### config.mk
export PLATFORM = sky130hd
export DESIGN_NAME = smp_loader_flat
export DESIGN_NICKNAME = d
export VERILOG_FILES = /design/src/rtl/smp_loader_pkg.sv /design/src/rtl/smp_loader_if.sv /design/src/rtl/smp_loader_timeout.sv /design/src/rtl/smp_loader.sv /design/src/flat_wrapper.sv
export SDC_FILE = /design/constraint.sdc
export NUM_CORES = 1
export LEC_CHECK = 0
export ABC_AREA = 1
export CAP_MARGIN = 15
export CORE_MARGIN = 3
export CORE_UTILIZATION = 35
export DETAILED_ROUTE_END_ITERATION = 7
export PLACE_DENSITY_LB_ADDON = 0.2
export SYNTH_ARGS = -nofsm -noshare
export SYNTH_HDL_FRONTEND = slang
export SYNTH_SLANG_ARGS = --single-unit
### constraint.sdc
create_clock -name clk -period 3 [get_ports clk]
set_input_delay 0.6 -clock clk [delete_from_list [all_inputs] [get_ports clk]]
set_output_delay 0.6 -clock clk [all_outputs]
set_load 0.1 [all_outputs]
### src/rtl/smp_loader_pkg.sv
// Shared constants and types for the sample-memory loader.
// The RAM bound is also used by the playback reader.
package smp_loader_pkg;

  localparam int         MAX_ADR_DEF     = 12586;
  localparam int         TIMEOUT_CYC_DEF = 2_000_000;
  localparam logic [7:0] SYNC_BYTE       = 8'hA5;

  typedef enum logic [2:0] {
    ST_IDLE,
    ST_LEN_H,
    ST_LEN_L,
    ST_DAT_L,
    ST_DAT_H,
    ST_CSUM
  } ld_state_e;

endpackage

### src/rtl/smp_loader_if.sv
// UART byte input and sample-RAM write / status bundle of the loader.
// The byte source is the master; the loader is the slave.
interface smp_loader_if;

  logic [7:0]  uart_in;
  logic        uart_rcv;
  logic [15:0] adr_ram;
  logic [15:0] data_ram;
  logic        we_ram;
  logic        load_active;
  logic        done;
  logic        err;
  logic [15:0] smp_count;

  modport master (
    output uart_in, uart_rcv,
    input  adr_ram, data_ram, we_ram, load_active, done, err, smp_count
  );

  modport slave (
    input  uart_in, uart_rcv,
    output adr_ram, data_ram, we_ram, load_active, done, err, smp_count
  );

endinterface

### src/rtl/smp_loader_timeout.sv
// Inter-byte watchdog: counts idle cycles while enabled, cleared by each byte.
// expire_o is high while the count sits at the limit and no byte is arriving.
module smp_loader_timeout
  import smp_loader_pkg::*;
#(
  parameter int TIMEOUT_CYC = TIMEOUT_CYC_DEF
) (
  input  logic clk,
  input  logic rst,
  input  logic en_i,
  input  logic clr_i,
  output logic expire_o
);

  localparam int            CW    = $clog2(TIMEOUT_CYC + 1);
  localparam logic [CW-1:0] LIMIT = CW'(TIMEOUT_CYC);

  logic [CW-1:0] cnt_q;

  always_ff @(posedge clk or negedge rst) begin
    if (!rst) begin
      cnt_q <= '0;
    end else if (!en_i || clr_i) begin
      cnt_q <= '0;
    end else if (cnt_q != LIMIT) begin
      cnt_q <= cnt_q + CW'(1);
    end
  end

  // A byte on the expiry cycle wins, so the clear masks the pulse.
  assign expire_o = en_i && !clr_i && (cnt_q == LIMIT);

endmodule

### src/rtl/smp_loader.sv
// Frame parser that assembles UART bytes into 16-bit samples and writes them
// sequentially into the playback sample RAM.
module smp_loader
  import smp_loader_pkg::*;
#(
  parameter int MAX_ADR     = MAX_ADR_DEF,
  parameter int TIMEOUT_CYC = TIMEOUT_CYC_DEF
) (
  input logic         clk,
  input logic         rst,
  smp_loader_if.slave bus
);

  localparam logic [16:0] MAX_LEN = 17'(MAX_ADR + 1);

  ld_state_e   state_q;
  logic [7:0]  len_h_q, lo_q, csum_q;
  logic [15:0] len_q, idx_q, adr_q, data_q, count_q;
  logic        we_q, active_q, done_q, err_q;
  logic [15:0] len_d, idx_d;
  logic [7:0]  csum_d;
  logic        expire;
  logic        timer_en;

  assign len_d    = {len_h_q, bus.uart_in};
  assign idx_d    = idx_q + 16'd1;
  assign csum_d   = csum_q + bus.uart_in;
  assign timer_en = (state_q != ST_IDLE);

  smp_loader_timeout #(.TIMEOUT_CYC(TIMEOUT_CYC)) u_timeout (
    .clk      (clk),
    .rst      (rst),
    .en_i     (timer_en),
    .clr_i    (bus.uart_rcv),
    .expire_o (expire)
  );

  always_ff @(posedge clk or negedge rst) begin
    if (!rst) begin
      state_q  <= ST_IDLE;
      len_h_q  <= '0;
      lo_q     <= '0;
      csum_q   <= '0;
      len_q    <= '0;
      idx_q    <= '0;
      adr_q    <= '0;
      data_q   <= '0;
      count_q  <= '0;
      we_q     <= 1'b0;
      active_q <= 1'b0;
      done_q   <= 1'b0;
      err_q    <= 1'b0;
    end else begin
      we_q   <= 1'b0;
      done_q <= 1'b0;
      err_q  <= 1'b0;
      if (bus.uart_rcv) begin
        case (state_q)
          ST_IDLE: begin
            if (bus.uart_in == SYNC_BYTE) begin
              state_q  <= ST_LEN_H;
              active_q <= 1'b1;
            end
          end
          ST_LEN_H: begin
            len_h_q <= bus.uart_in;
            state_q <= ST_LEN_L;
          end
          ST_LEN_L: begin
            if (len_d == 16'd0 || {1'b0, len_d} > MAX_LEN) begin
              err_q    <= 1'b1;
              active_q <= 1'b0;
              state_q  <= ST_IDLE;
            end else begin
              len_q   <= len_d;
              idx_q   <= '0;
              csum_q  <= '0;
              state_q <= ST_DAT_L;
            end
          end
          ST_DAT_L: begin
            lo_q    <= bus.uart_in;
            csum_q  <= csum_d;
            state_q <= ST_DAT_H;
          end
          // The write is registered here so it appears one cycle after the HI byte.
          ST_DAT_H: begin
            csum_q  <= csum_d;
            we_q    <= 1'b1;
            adr_q   <= idx_q;
            data_q  <= {bus.uart_in, lo_q};
            idx_q   <= idx_d;
            state_q <= (idx_d == len_q) ? ST_CSUM : ST_DAT_L;
          end
          ST_CSUM: begin
            if (bus.uart_in == csum_q) begin
              count_q <= len_q;
              done_q  <= 1'b1;
            end else begin
              err_q <= 1'b1;
            end
            active_q <= 1'b0;
            state_q  <= ST_IDLE;
          end
          default: begin
            active_q <= 1'b0;
            state_q  <= ST_IDLE;
          end
        endcase
      end else if (expire) begin
        err_q    <= 1'b1;
        active_q <= 1'b0;
        state_q  <= ST_IDLE;
      end
    end
  end

  assign bus.adr_ram     = adr_q;
  assign bus.data_ram    = data_q;
  assign bus.we_ram      = we_q;
  assign bus.load_active = active_q;
  assign bus.done        = done_q;
  assign bus.err         = err_q;
  assign bus.smp_count   = count_q;

endmodule

### src/flat_wrapper.sv
// flat-port wrapper written by rule: the top's interface ports become plain ports
module smp_loader_flat import smp_loader_pkg::*;
#(
  parameter int MAX_ADR     = MAX_ADR_DEF,
  parameter int TIMEOUT_CYC = TIMEOUT_CYC_DEF
)
  (clk, rst, bus_uart_in, bus_uart_rcv, bus_adr_ram, bus_data_ram, bus_we_ram, bus_load_active, bus_done, bus_err, bus_smp_count);
  smp_loader_if bus_i ();
  input logic clk;
  input logic rst;
  input wire logic [$bits(bus_i.uart_in)-1:0] bus_uart_in;
  input wire logic [$bits(bus_i.uart_rcv)-1:0] bus_uart_rcv;
  output wire logic [$bits(bus_i.adr_ram)-1:0] bus_adr_ram;
  output wire logic [$bits(bus_i.data_ram)-1:0] bus_data_ram;
  output wire logic [$bits(bus_i.we_ram)-1:0] bus_we_ram;
  output wire logic [$bits(bus_i.load_active)-1:0] bus_load_active;
  output wire logic [$bits(bus_i.done)-1:0] bus_done;
  output wire logic [$bits(bus_i.err)-1:0] bus_err;
  output wire logic [$bits(bus_i.smp_count)-1:0] bus_smp_count;
  assign bus_i.uart_in = bus_uart_in;
  assign bus_i.uart_rcv = bus_uart_rcv;
  assign bus_adr_ram = bus_i.adr_ram;
  assign bus_data_ram = bus_i.data_ram;
  assign bus_we_ram = bus_i.we_ram;
  assign bus_load_active = bus_i.load_active;
  assign bus_done = bus_i.done;
  assign bus_err = bus_i.err;
  assign bus_smp_count = bus_i.smp_count;
  smp_loader #(.MAX_ADR(MAX_ADR), .TIMEOUT_CYC(TIMEOUT_CYC)) u_core (.clk(clk), .rst(rst), .bus(bus_i));
endmodule
# [Word level (Yosys, flattened, before mapping)]
# Index checks and enable logic that the tools add are counted.
[totals] mem_count=0 latch_bits=0 romBits=0 in_bits=11 elab_cells=84 ff_bits=132 ramBits=0
[classes] bitwise_logic=1 eq_ne=14 n_mux=27 magnitude_cmp=1 add_sub_neg=3 mul=0 reduce_logical=24 div_mod_pow=0 shift=0
[ops] operator="$mux W21" count=2
[ops] operator="$pmux W16 S2" count=1
[ops] operator="$add A21 B1 Y21 const B" count=1
[ops] operator="$eq A21 B21 Y1 const B" count=1
[ops] operator="$ne A21 B21 Y1 const B" count=1
[ops] operator="$add A16 B1 Y16 const B" count=1
[ops] operator="$eq A16 B16 Y1" count=1
[ops] operator="$gt A16 B14 Y1 const B" count=1
[ops] operator="$logic_not A16 Y1" count=1
[ops] operator="$mux W16" count=1
[ops] operator="$pmux W8 S2" count=1
[ops] operator="$pmux W3 S5" count=1
[ops] operator="$mux W1" count=13
[ops] operator="$mux W3" count=4
[ops] operator="$reduce_and A3 Y1" count=4
[ops] operator="$add A8 B8 Y8" count=1
[ops] operator="$eq A8 B8 Y1" count=1
[ops] operator="$eq A8 B8 Y1 const B" count=1
[ops] operator="$mux W8" count=1
[ops] operator="$reduce_and A2 Y1" count=4
[ops] operator="$reduce_bool A2 Y1" count=4
[ops] operator="$eq A3 B2 Y1 const B" count=2
[ops] operator="$eq A3 B3 Y1 const B" count=2
[ops] operator="$ne A3 B2 Y1 const B" count=2
[ops] operator="14 further kinds" count=18

# [Longest topological paths before layout]
# Gate-level depths: netlist of run 1.
[depth] ltp_word=5 ltp_mapped=16 mapped_depth_nobuf=16

# [By module]
# From an unflattened synthesis of run 1, not the netlist that was laid out.
[unflattened] cells_unflattened=878 area_unflattened_um2=6812.8
[modules_own_cells] module="smp_loader" instances=1 cells_per_inst=676 area_per_inst_um2=5454.0
[modules_own_cells] module="smp_loader_timeout" instances=1 cells_per_inst=202 area_per_inst_um2=1358.8

# [Least setup slack after synthesis of run 1]
# Ideal clock, no wire load.
[synth_timing] path_type="input-to-reg" start="in bus_uart_in[2]" end="reg u_core.count_q[1] (netlist: u_core.bus.smp_count[1])" slack_ns=1.031 required_time_ns=2.868 arrival_time_ns=1.837 cell_stages=8 setup_time_ns=0.132 cell_sequence="ha_1 nor4_1 nand3_1 nor2_1 inv_1 clkbuf_1 nand2_1 o21ai_0"
[synth_via] elab_chain_len=2
[synth_rtl] element="start, declared" line_no="flat_wrapper.sv:11" text="input wire logic [$bits(bus_i.uart_in)-1:0] bus_uart_in;"
[synth_rtl] element="$eq A8 B8 Y1" line_no="smp_loader.sv:96" text="if (bus.uart_in == csum_q) begin"
[synth_rtl] element="$reduce_and A3 Y1 (no source line)"
[synth_rtl] element="end signal, assigned" line_no="smp_loader.sv:97" text="count_q <= len_q;"
[synth_rtl] element="end, declared" line_no="smp_loader.sv:18" text="logic [15:0] len_q, idx_q, adr_q, data_q, count_q;"
# No other way between the ends.
# A chain may end at the register's enable or synchronous reset.

# [Worst setup path in the final report of run 1]
[layout_timing] start="in bus_uart_in[6]" end="reg u_core.count_q[10] (netlist: u_core.bus.smp_count[10])"
# Same word-level chain as after synthesis.

==> flow_metrics.tcl, run 1 <==
set metrics [dict create \
    ir_worst_vdd_mv 0.594 \
    core-area_mm2 0.0176 \
    io_pins 63 \
    worst_clock_skew_ps 11.8 \
    setup_violations 0 \
    syn_nets 818 \
    die_area_mm2 0.0199 \
    synth_cells 796 \
    crit_arrival_ps 2540 \
    tightestPinTransition_ps 555 \
    synth.avg_cell_area_um2 8.02 \
    grt_pass1_wl_um 27200 \
    drc_errors 0 \
    cts-root-buf "clkbuf_16" \
    antennaDiodeCount 0 \
    cts.htree.levels 4 \
    die_x_um 141 \
    endpoint_kind "flip-flop" \
    status "complete, no violations" \
    ant_nets 0 \
    hold_path.class "in2async" \
    vias 5367 \
    grt_pass1_vias 5363 \
    ys_top_cells_by_area "dfrtp_1 (52%), nand2_1 (14%), o21ai_0 (7.7%)" \
    r2r.worst_path.cells 14 \
    die_y_um 141 \
    path_clk_slew_ps 60 \
    antenna_found_initial 0 \
    period_needed_ps 2250 \
    grt_setup_unrepaired "false" \
    yosysTopAreaCellShare 0.518 \
    cts_setup_buffers 0 \
    cts.sinks 132 \
    first_pass_iters 5 \
    numPortBuffers 62 \
    ys_warn_count 0 \
    routabilityCongestion 0.875 \
    grt_max_degree 50 \
    viasPerCell 4.84 \
    drive_gt1_frac 0.138 \
    num_rows 48 \
    synth_area_leader_cell "dfrtp_1" \
    relSlewSlack 0.629 \
    r2r_slack_ps 850 \
    grtUsageTotal 0.173 \
    syn2layout_area_growth_pct 22.1 \
    routed_wl_um 16300 \
    max_freq_mhz 444 \
    ys_types 33 \
    cts_buffer_depth 2 \
    utilization 0.443 \
    ys_seq_area_frac 0.518 \
    hold_slack_ps 97.4 \
    crit_path_start_kind "primary input" \
    clk_latency_ps 430 \
    cp.required_ps 3290 \
    grt_overflow 0 \
    maxCapViolCount 0 \
    finalMaxSlewViolations 0 \
    synth_area_mm2 0.00638 \
    start_util 0.363 \
    hold_buffers 0 \
    fin_crit_sh 0.750 \
    place_hpwl_um 12200 \
    path_class "in2reg" \
    hold_violations 0 \
    cts_resized 0 \
    fin_tns_setup_ps 0 \
    wire_per_inst_um 14.6 \
    r2r-start "u_core.idx_q[0]$_DFFE_PN0P_" \
    fin_nets 894 \
    cts_inserted_buffers 17 \
    critPathMaxFanout 32 \
    tritoncts "built" \
    powerDensity_mw_per_mm2 1130 \
    power_leakage_uw 0.00376 \
    r2r_end "u_core.state_q[1]$_DFFE_PN0P_" \
    synth-seq-cells 132 \
    drt_iter0_drc 357 \
]
## state kept, by name (all words and copies together), names as in the netlist, 3 cells and up
| signal | cells |
|---|---|
| u_core.bus.data_ram | 16 |
| u_core.idx_q | 16 |
| u_core.bus.adr_ram | 16 |
| u_core.len_q | 16 |
| u_core.csum_q | 8 |
| u_core.bus.smp_count | 16 |
| u_core.lo_q | 8 |
| u_core.len_h_q | 8 |
| u_core.state_q | 3 |
| u_core.u_timeout.cnt_q | 21 |
## placed cells by master, fill, tap and decap left out, drive strengths merged, types with 10 or more instances in the layout
cell type / n
xor2: 10
buf: 66
nand4: 11
clkbuf: 18
o21ai: 102
a21oi: 27
nand2: 236
o22ai: 10
nand3: 48
dfrtp: 132
nor2: 61
inv: 114
ha: 10
## power breakdown
| group | leakage (µW) | switching [µW] | internal [µW] |
|---|---|---|---|
| combinational | 0.00173 | 2930 | 976 |
| sequential | 0.00175 | 444 | 2350 |
| clock | 0.000291 | 900 | 1200 |
| total | 0.00376 | 4270 | 4530 |
## per-layer routing
| metal | vias to the layer above | track usage | wire [µm] |
|---|---|---|---|
| li1 | 2737 | - | - |
| met1 | 2527 | 0.233 | 7630 |
| met2 | 89 | 0.283 | 7910 |
| met3 | 14 | 0.0397 | 564 |
| met4 | 0 | 0.0423 | 162 |
| met5 | - | 0 | 0 |
## metrics by stage
step | area (µm²) | total power (µW) | std cells | setup WS, ps
2_1_floorplan | 6380 | 5740 | 796 | 1030
3_3_place_gp | 7200 | 6730 | 1078 | 365
3_5_place_dp | 7200 | 6750 | 1078 | 302
4_1_cts | 7790 | 8880 | 1110 | 747
5_1_grt | 7790 | 9350 | 1110 | 552
6_report | 7790 | 8800 | 1110 | 750
## cell type report
class                      count  area (µm²)
timing repair buffer          75         614
sequential                   132        3300
multi-input combinational    543        2610
fill                        1777        9810
clock inverter                14         153
tap                          225         282
inverter                     103         387
clock buffer                  18         439
## synth_stat cells, drive strengths merged
cell / instances
nor3: 9
or2: 3
nand4: 11
clkbuf: 8
o21a: 1
buf: 10
fa: 1
a31oi: 3
dfrtp: 132
xor2: 10
a22oi: 1
inv: 103
nor2: 61
xnor3: 1
nor4: 7
a211oi: 1
and2: 1
o22ai: 10
nand2: 236
ha: 10
nand3: 48
o21ai: 102
a21oi: 27
## how the worst max path moves through the flow
stage | end | startpoint | cells past startpoint | slack, ps
global placement | u_core.bus.load_active$_DFFE_PN0P_ | bus_uart_in[0] | 10 | 370
detailed placement | u_core.bus.smp_count[14]$_DFFE_PN0P_ | bus_uart_in[6] | 9 | 300
global route | u_core.bus.smp_count[3]$_DFFE_PN0P_ | bus_uart_in[6] | 9 | 550
CTS | u_core.bus.smp_count[14]$_DFFE_PN0P_ | bus_uart_in[6] | 9 | 750
finish | u_core.bus.smp_count[10]$_DFFE_PN0P_ | bus_uart_in[6] | 9 | 750
floorplan | u_core.bus.smp_count[1]$_DFFE_PN0P_ | bus_uart_in[2] | 8 | 1030
## critical path: stages
cell	delay, ps
clkdlybuf4s50_1	490
ha_1	370
nor4_1	290
nand3_1	160
nor2_1	160
inv_1	70
buf_4	220
nand2_1	80
o21ai_0	80
## logic make-up after synthesis
group | Yosys count | synth area share
xor+xnor | 11 | 0.0173
buf+inv | 121 | 0.0729
compound gates | 145 | 0.120
flops | 132 | 0.518
fa+ha+maj | 11 | 0.0227
simple gates | 376 | 0.249
(Power assumes the default switching activity.)
==> run 2, diff against run 1 <==
Clock period 3 ns to 1.92 ns, I/O delays scaled along.
==> flow_metrics.tcl, run 2 (same netlist as run 1, synthesis figures left out) <==
set metrics [dict create \
    ant_nets 0 \
    intPower_uw 8010 \
    crit_path_start_kind "flip-flop" \
    crit_arrival_ps 2320 \
    final_cells 1185 \
    first_pass_iters 5 \
    power_leakage_uw 0.00430 \
    power_switching_uw 7000 \
    core-area_mm2 0.0176 \
    clk_latency_ps 430 \
    switching_share 0.466 \
    routabilityCongestion 0.841 \
    clkPwrFrac 0.209 \
    violations "setup timing" \
    tightestPinTransition_ps 462 \
    grt_max_degree 48 \
    path_class "reg2reg" \
    max_freq_mhz 510 \
    start_util 0.363 \
    combPwrFrac 0.494 \
    grt_setup_unrepaired "true" \
    io_pins 63 \
    status "finished, violations left" \
    hold_path.class "in2async" \
    worst_clock_skew_ps 8.54 \
    wire_per_inst_um 14.7 \
    maxCapViolCount 0 \
    grt_pass1_wl_um 28600 \
    regMostFlops "u_core.u_timeout.cnt_q" \
    cts.htree.levels 4 \
    finalMaxSlewViolations 0 \
    critical_path.cell_chain "buf_6, ha_4, nand2_4, nor2_4, nand4_1, nand2_2, nand2_2, nand2_2, and2_0, nand2_1, nor2_1, nand3_2, a21oi_2" \
    r2r_slack_ps -40 \
    vias 5692 \
    place_hpwl_um 12800 \
    numPortBuffers 62 \
    grt_overflow 0 \
    drc_errors 0 \
    critPathMaxStageDelay_ps 360 \
    cp.required_ps 2280 \
    slowest_stage "dfrtp_1" \
    most-common-layout-cells "nand2_1 (215), dfrtp_1 (131), buf_4 (107)" \
    setup_violations 1 \
    grt_pass1_vias 5680 \
    power_frac_seq 0.296 \
    die_area_mm2 0.0199 \
    hold_slack_ps 424 \
    grtUsageTotal 0.181 \
    period_needed_ps 1960 \
    worst_path_most_repeated_cell "nand2_2" \
    drt_iter0_drc 305 \
    relSlewSlack 0.691 \
    cts.sinks 132 \
    hold_violations 0 \
    antennaDiodeCount 0 \
    routed_wl_um 17500 \
    largest_reg_flops 21 \
    layout_commonest_cell "nand2_1" \
    num_rows 48 \
    fin_ws_ps -39.2 \
    dp.cells 1137 \
    fin_crit_sh 1.02 \
    die_y_um 141 \
    powerDensity_mw_per_mm2 1670 \
    ir_worst_vdd_mv 1.36 \
    syn2layout_area_growth_pct 40.8 \
    die_x_um 141 \
    fin_nets 970 \
    path_clk_slew_ps 60 \
    critical-path-top-delay-family "simple AND/OR/NAND/NOR gates" \
    viasPerCell 4.80 \
    cts_inserted_buffers 17 \
    critPathMaxFanout 7 \
    cts_buffer_depth 2 \
    antenna_found_initial 0 \
    cts-root-buf "clkbuf_16" \
    endpoint_kind "flip-flop" \
    tritoncts "built" \
    worst-path-buf-inv 1 \
    drive_gt1_frac 0.265 \
]
## run 2: cell type report
class,instances,area (µm²)
fill,1670,8610
sequential,132,3300
multi-input combinational,543,2880
timing repair buffer,151,1570
clock buffer,18,439
inverter,103,387
tap,225,282
clock inverter,13,126
## run 2: final timing paths
kind	start	endpoint	cells after the start
max in group asynchronous	rst	u_core.len_q[13]$_DFFE_PN0P_	3
min reg2reg	u_core.u_timeout.cnt_q[19]$_DFFE_PN0N_	u_core.u_timeout.cnt_q[19]$_DFFE_PN0N_	1
max	u_core.idx_q[1]$_DFFE_PN0P_	u_core.state_q[2]$_DFFE_PN0P_	13
max reg2reg	u_core.idx_q[1]$_DFFE_PN0P_	u_core.state_q[2]$_DFFE_PN0P_	13
min	rst	u_core.idx_q[13]$_DFFE_PN0P_	2
min in group clk	bus_uart_in[4]	u_core.bus.data_ram[12]$_DFFE_PN0P_	4
## run 2: what timing repair did
item,4_1_cts,5_1_grt
pin swaps,5,33
setup buffers,2,14
endpoints found under the setup margin,19,52
gates resized for setup,14,70
hold buffers,1,0
endpoints found under the hold margin,30,0
## run 2: per-layer routing
layer | global-route usage | vias up | wire length, µm
met1 | 0.228 | 2705 | 7820
met2 | 0.314 | 81 | 8880
met4 | 0.0515 | 0 | 229
li1 | - | 2888 | -
met3 | 0.0404 | 18 | 544
met5 | 0 | - | 0
## run 2: power by group through the flow
stage,Combinational (µW),Clock [µW],Sequential (µW)
after CTS,7150,3220,4410
after global placement,7000,0,4450
after floorplan,2280,0,6700
after global routing,8010,3340,4570
final,7420,3140,4450
after detailed placement,7060,0,4450
## run 2: through the flow
stage	power (µW)	worst slack [ps]	utilization	area, µm²	TNS (ps)
floorplan	8970	167	-	6380	0
global placement	11500	-485	0.455	8010	-18800
detailed placement	11500	-593	0.455	8010	-22150
CTS	14800	0.376	0.491	8640	0
global route	15900	-169	0.511	8990	-335
finish	15000	-39.2	0.511	8990	-39.2
==> run 3, diff against run 2 <==
Settings changed: CTS_BUF_LIST set to sky130_fd_sc_hd__clkbuf_16.
==> flow_metrics.tcl, run 3 (same netlist as run 1, synthesis figures left out) <==
set metrics [dict create \
    ant_nets 0 \
    regMostFlops "u_core.u_timeout.cnt_q" \
    cp.required_ps 2280 \
    multiInputGateArea_mm2 0.00288 \
    cts-root-buf "clkbuf_16" \
    r2r_end "u_core.state_q[2]$_DFFE_PN0P_" \
    grtUsageTotal 0.181 \
    design_area_mm2 0.00899 \
    wire_per_inst_um 14.7 \
    r2r_slack_ps -40 \
    most-common-layout-cells "nand2_1 (217), dfrtp_1 (131), buf_4 (109)" \
    critPathMaxFanout 7 \
    register_area_mm2 0.00330 \
    drt_iter0_drc 285 \
    num_rows 48 \
    fin_tns_setup_ps -38.3 \
    finalMaxSlewViolations 0 \
    r2r-start "u_core.idx_q[1]$_DFFE_PN0P_" \
    endpoint_kind "flip-flop" \
    cts.htree.levels 4 \
    crit_path_start_kind "flip-flop" \
    crit_arrival_ps 2320 \
    drive_gt1_frac 0.264 \
    tightestPinTransition_ps 461 \
    largest_reg_flops 21 \
    violations "setup timing" \
    slowest_stage "dfrtp_1" \
    final_cells 1187 \
    fin_nets 972 \
    cts_inserted_buffers 17 \
    fin_crit_sh 1.02 \
    place_hpwl_um 12800 \
    critical_path.cell_chain "buf_6, ha_4, nand2_4, nor2_4, nand4_1, nand2_2, nand2_2, nand2_2, and2_0, nand2_1, nor2_1, nand3_2, a21oi_2" \
    drc_errors 0 \
    die_y_um 141 \
    routabilityCongestion 0.841 \
    vias 5718 \
    worst_path_most_repeated_cell "nand2_2" \
    routed_wl_um 17500 \
    ir_worst_vdd_mv 1.36 \
    power_leakage_uw 0.00429 \
    pre_cts_ws_ps -593 \
    clk_latency_ps 420 \
    fillCellCount 1675 \
    hold_violations 0 \
    start_util 0.363 \
    tritoncts "built" \
    grt_pass1_wl_um 28600 \
    numPortBuffers 62 \
    grt_max_degree 48 \
    first_pass_iters 5 \
    cts_buffer_depth 2 \
    die_area_mm2 0.0199 \
    syn2layout_area_growth_pct 40.9 \
    path_clk_slew_ps 60 \
    antenna_found_initial 0 \
    maxCapViolCount 0 \
    die_x_um 141 \
    critical-path-top-delay-family "simple AND/OR/NAND/NOR gates" \
    path_class "reg2reg" \
    critPathMaxStageDelay_ps 360 \
    core-area_mm2 0.0176 \
    antennaDiodeCount 0 \
    dp.cells 1137 \
    hold_path.class "in2async" \
    layout_commonest_cell "nand2_1" \
    status "finished, violations left" \
    grt_pass1_vias 5682 \
    grt_overflow 0 \
    grt_setup_unrepaired "true" \
    relSlewSlack 0.692 \
    period_needed_ps 1960 \
    worst_clock_skew_ps 8.82 \
    io_pins 63 \
    cts.sinks 132 \
    fin_ws_ps -38.3 \
    dpl_cell_area_mm2 0.00801 \
    report.power.total_uw 15000 \
    worst-path-buf-inv 1 \
    viasPerCell 4.82 \
    powerDensity_mw_per_mm2 1670 \
    max_freq_mhz 511 \
    setup_violations 1 \
    r2r.worst_path.cells 13 \
]
run 3: cell count changes in the layout (fill, tap and decap cells not counted), sizes merged:
cell,previous run,this run
dlygate4sd2,1,2
clkbuf,18,17
clkdlybuf4s50,2,3
clkinv,3,4
dlymetal6s2s,6,4
buf,141,143
run 3: worst max-delay path by stage:
stage / endpoint / start / depth (start not counted)
2_1_floorplan: u_core.bus.smp_count[1]$_DFFE_PN0P_ / bus_uart_in[2] / 8
3_3_place_gp: u_core.bus.smp_count[12]$_DFFE_PN0P_ / bus_uart_in[2] / 9
3_5_place_dp: u_core.bus.smp_count[8]$_DFFE_PN0P_ / bus_uart_in[2] / 9
4_1_cts: u_core.state_q[2]$_DFFE_PN0P_ / u_core.idx_q[1]$_DFFE_PN0P_ / 13
5_1_grt: u_core.state_q[2]$_DFFE_PN0P_ / u_core.idx_q[1]$_DFFE_PN0P_ / 13
6_report: u_core.state_q[2]$_DFFE_PN0P_ / u_core.idx_q[1]$_DFFE_PN0P_ / 13
run 3: worst reg2reg max path: stages, from the launching register on:
cell and delay, ps:
dfrtp_1 360, buf_6 110, ha_4 140, nand2_4 60
nor2_4 210, nand4_1 180, nand2_2 120, nand2_2 50
nand2_2 80, and2_0 120, nand2_1 50, nor2_1 130
nand3_2 130, a21oi_2 150
run 3: per-layer routing:
metal  up-vias  track usage  part of all wire
met5         -            0                 0
met4         0       0.0520             0.012
met3        16       0.0410             0.032
met2        89        0.312              0.51
met1      2716        0.228              0.45
li1       2897            -                 -
run 3: where the power goes:
part           leakage, µW  internal, µW  switching (µW)
sequential         0.00175          3670             782
combinational      0.00228          2520            4910
clock             0.000261          1790            1310
run 3: cell type report:
type                       count  area share
timing repair buffer         153       0.176
inverter                     103      0.0430
tap                          225      0.0313
multi-input combinational    543       0.321
sequential                   132       0.367
clock inverter                14      0.0145
clock buffer                  17      0.0473
run 3: per-stage QoR:
step                       util  hold slack [ps]
after floorplan               -             88.4
after global placement    0.455              307
after detailed placement  0.455              308
after CTS                 0.490              429
after global routing      0.511              447
final                     0.511              429
run 3: timing repair:
action                                 4_1_cts  5_1_grt
setup buffers                                2       16
setup endpoints to repair                   19       36
endpoints found under the hold margin       30        0
resized for setup                           15       66
pin swaps                                    7       34
cloned                                       0        0
hold buffers                                 1        0
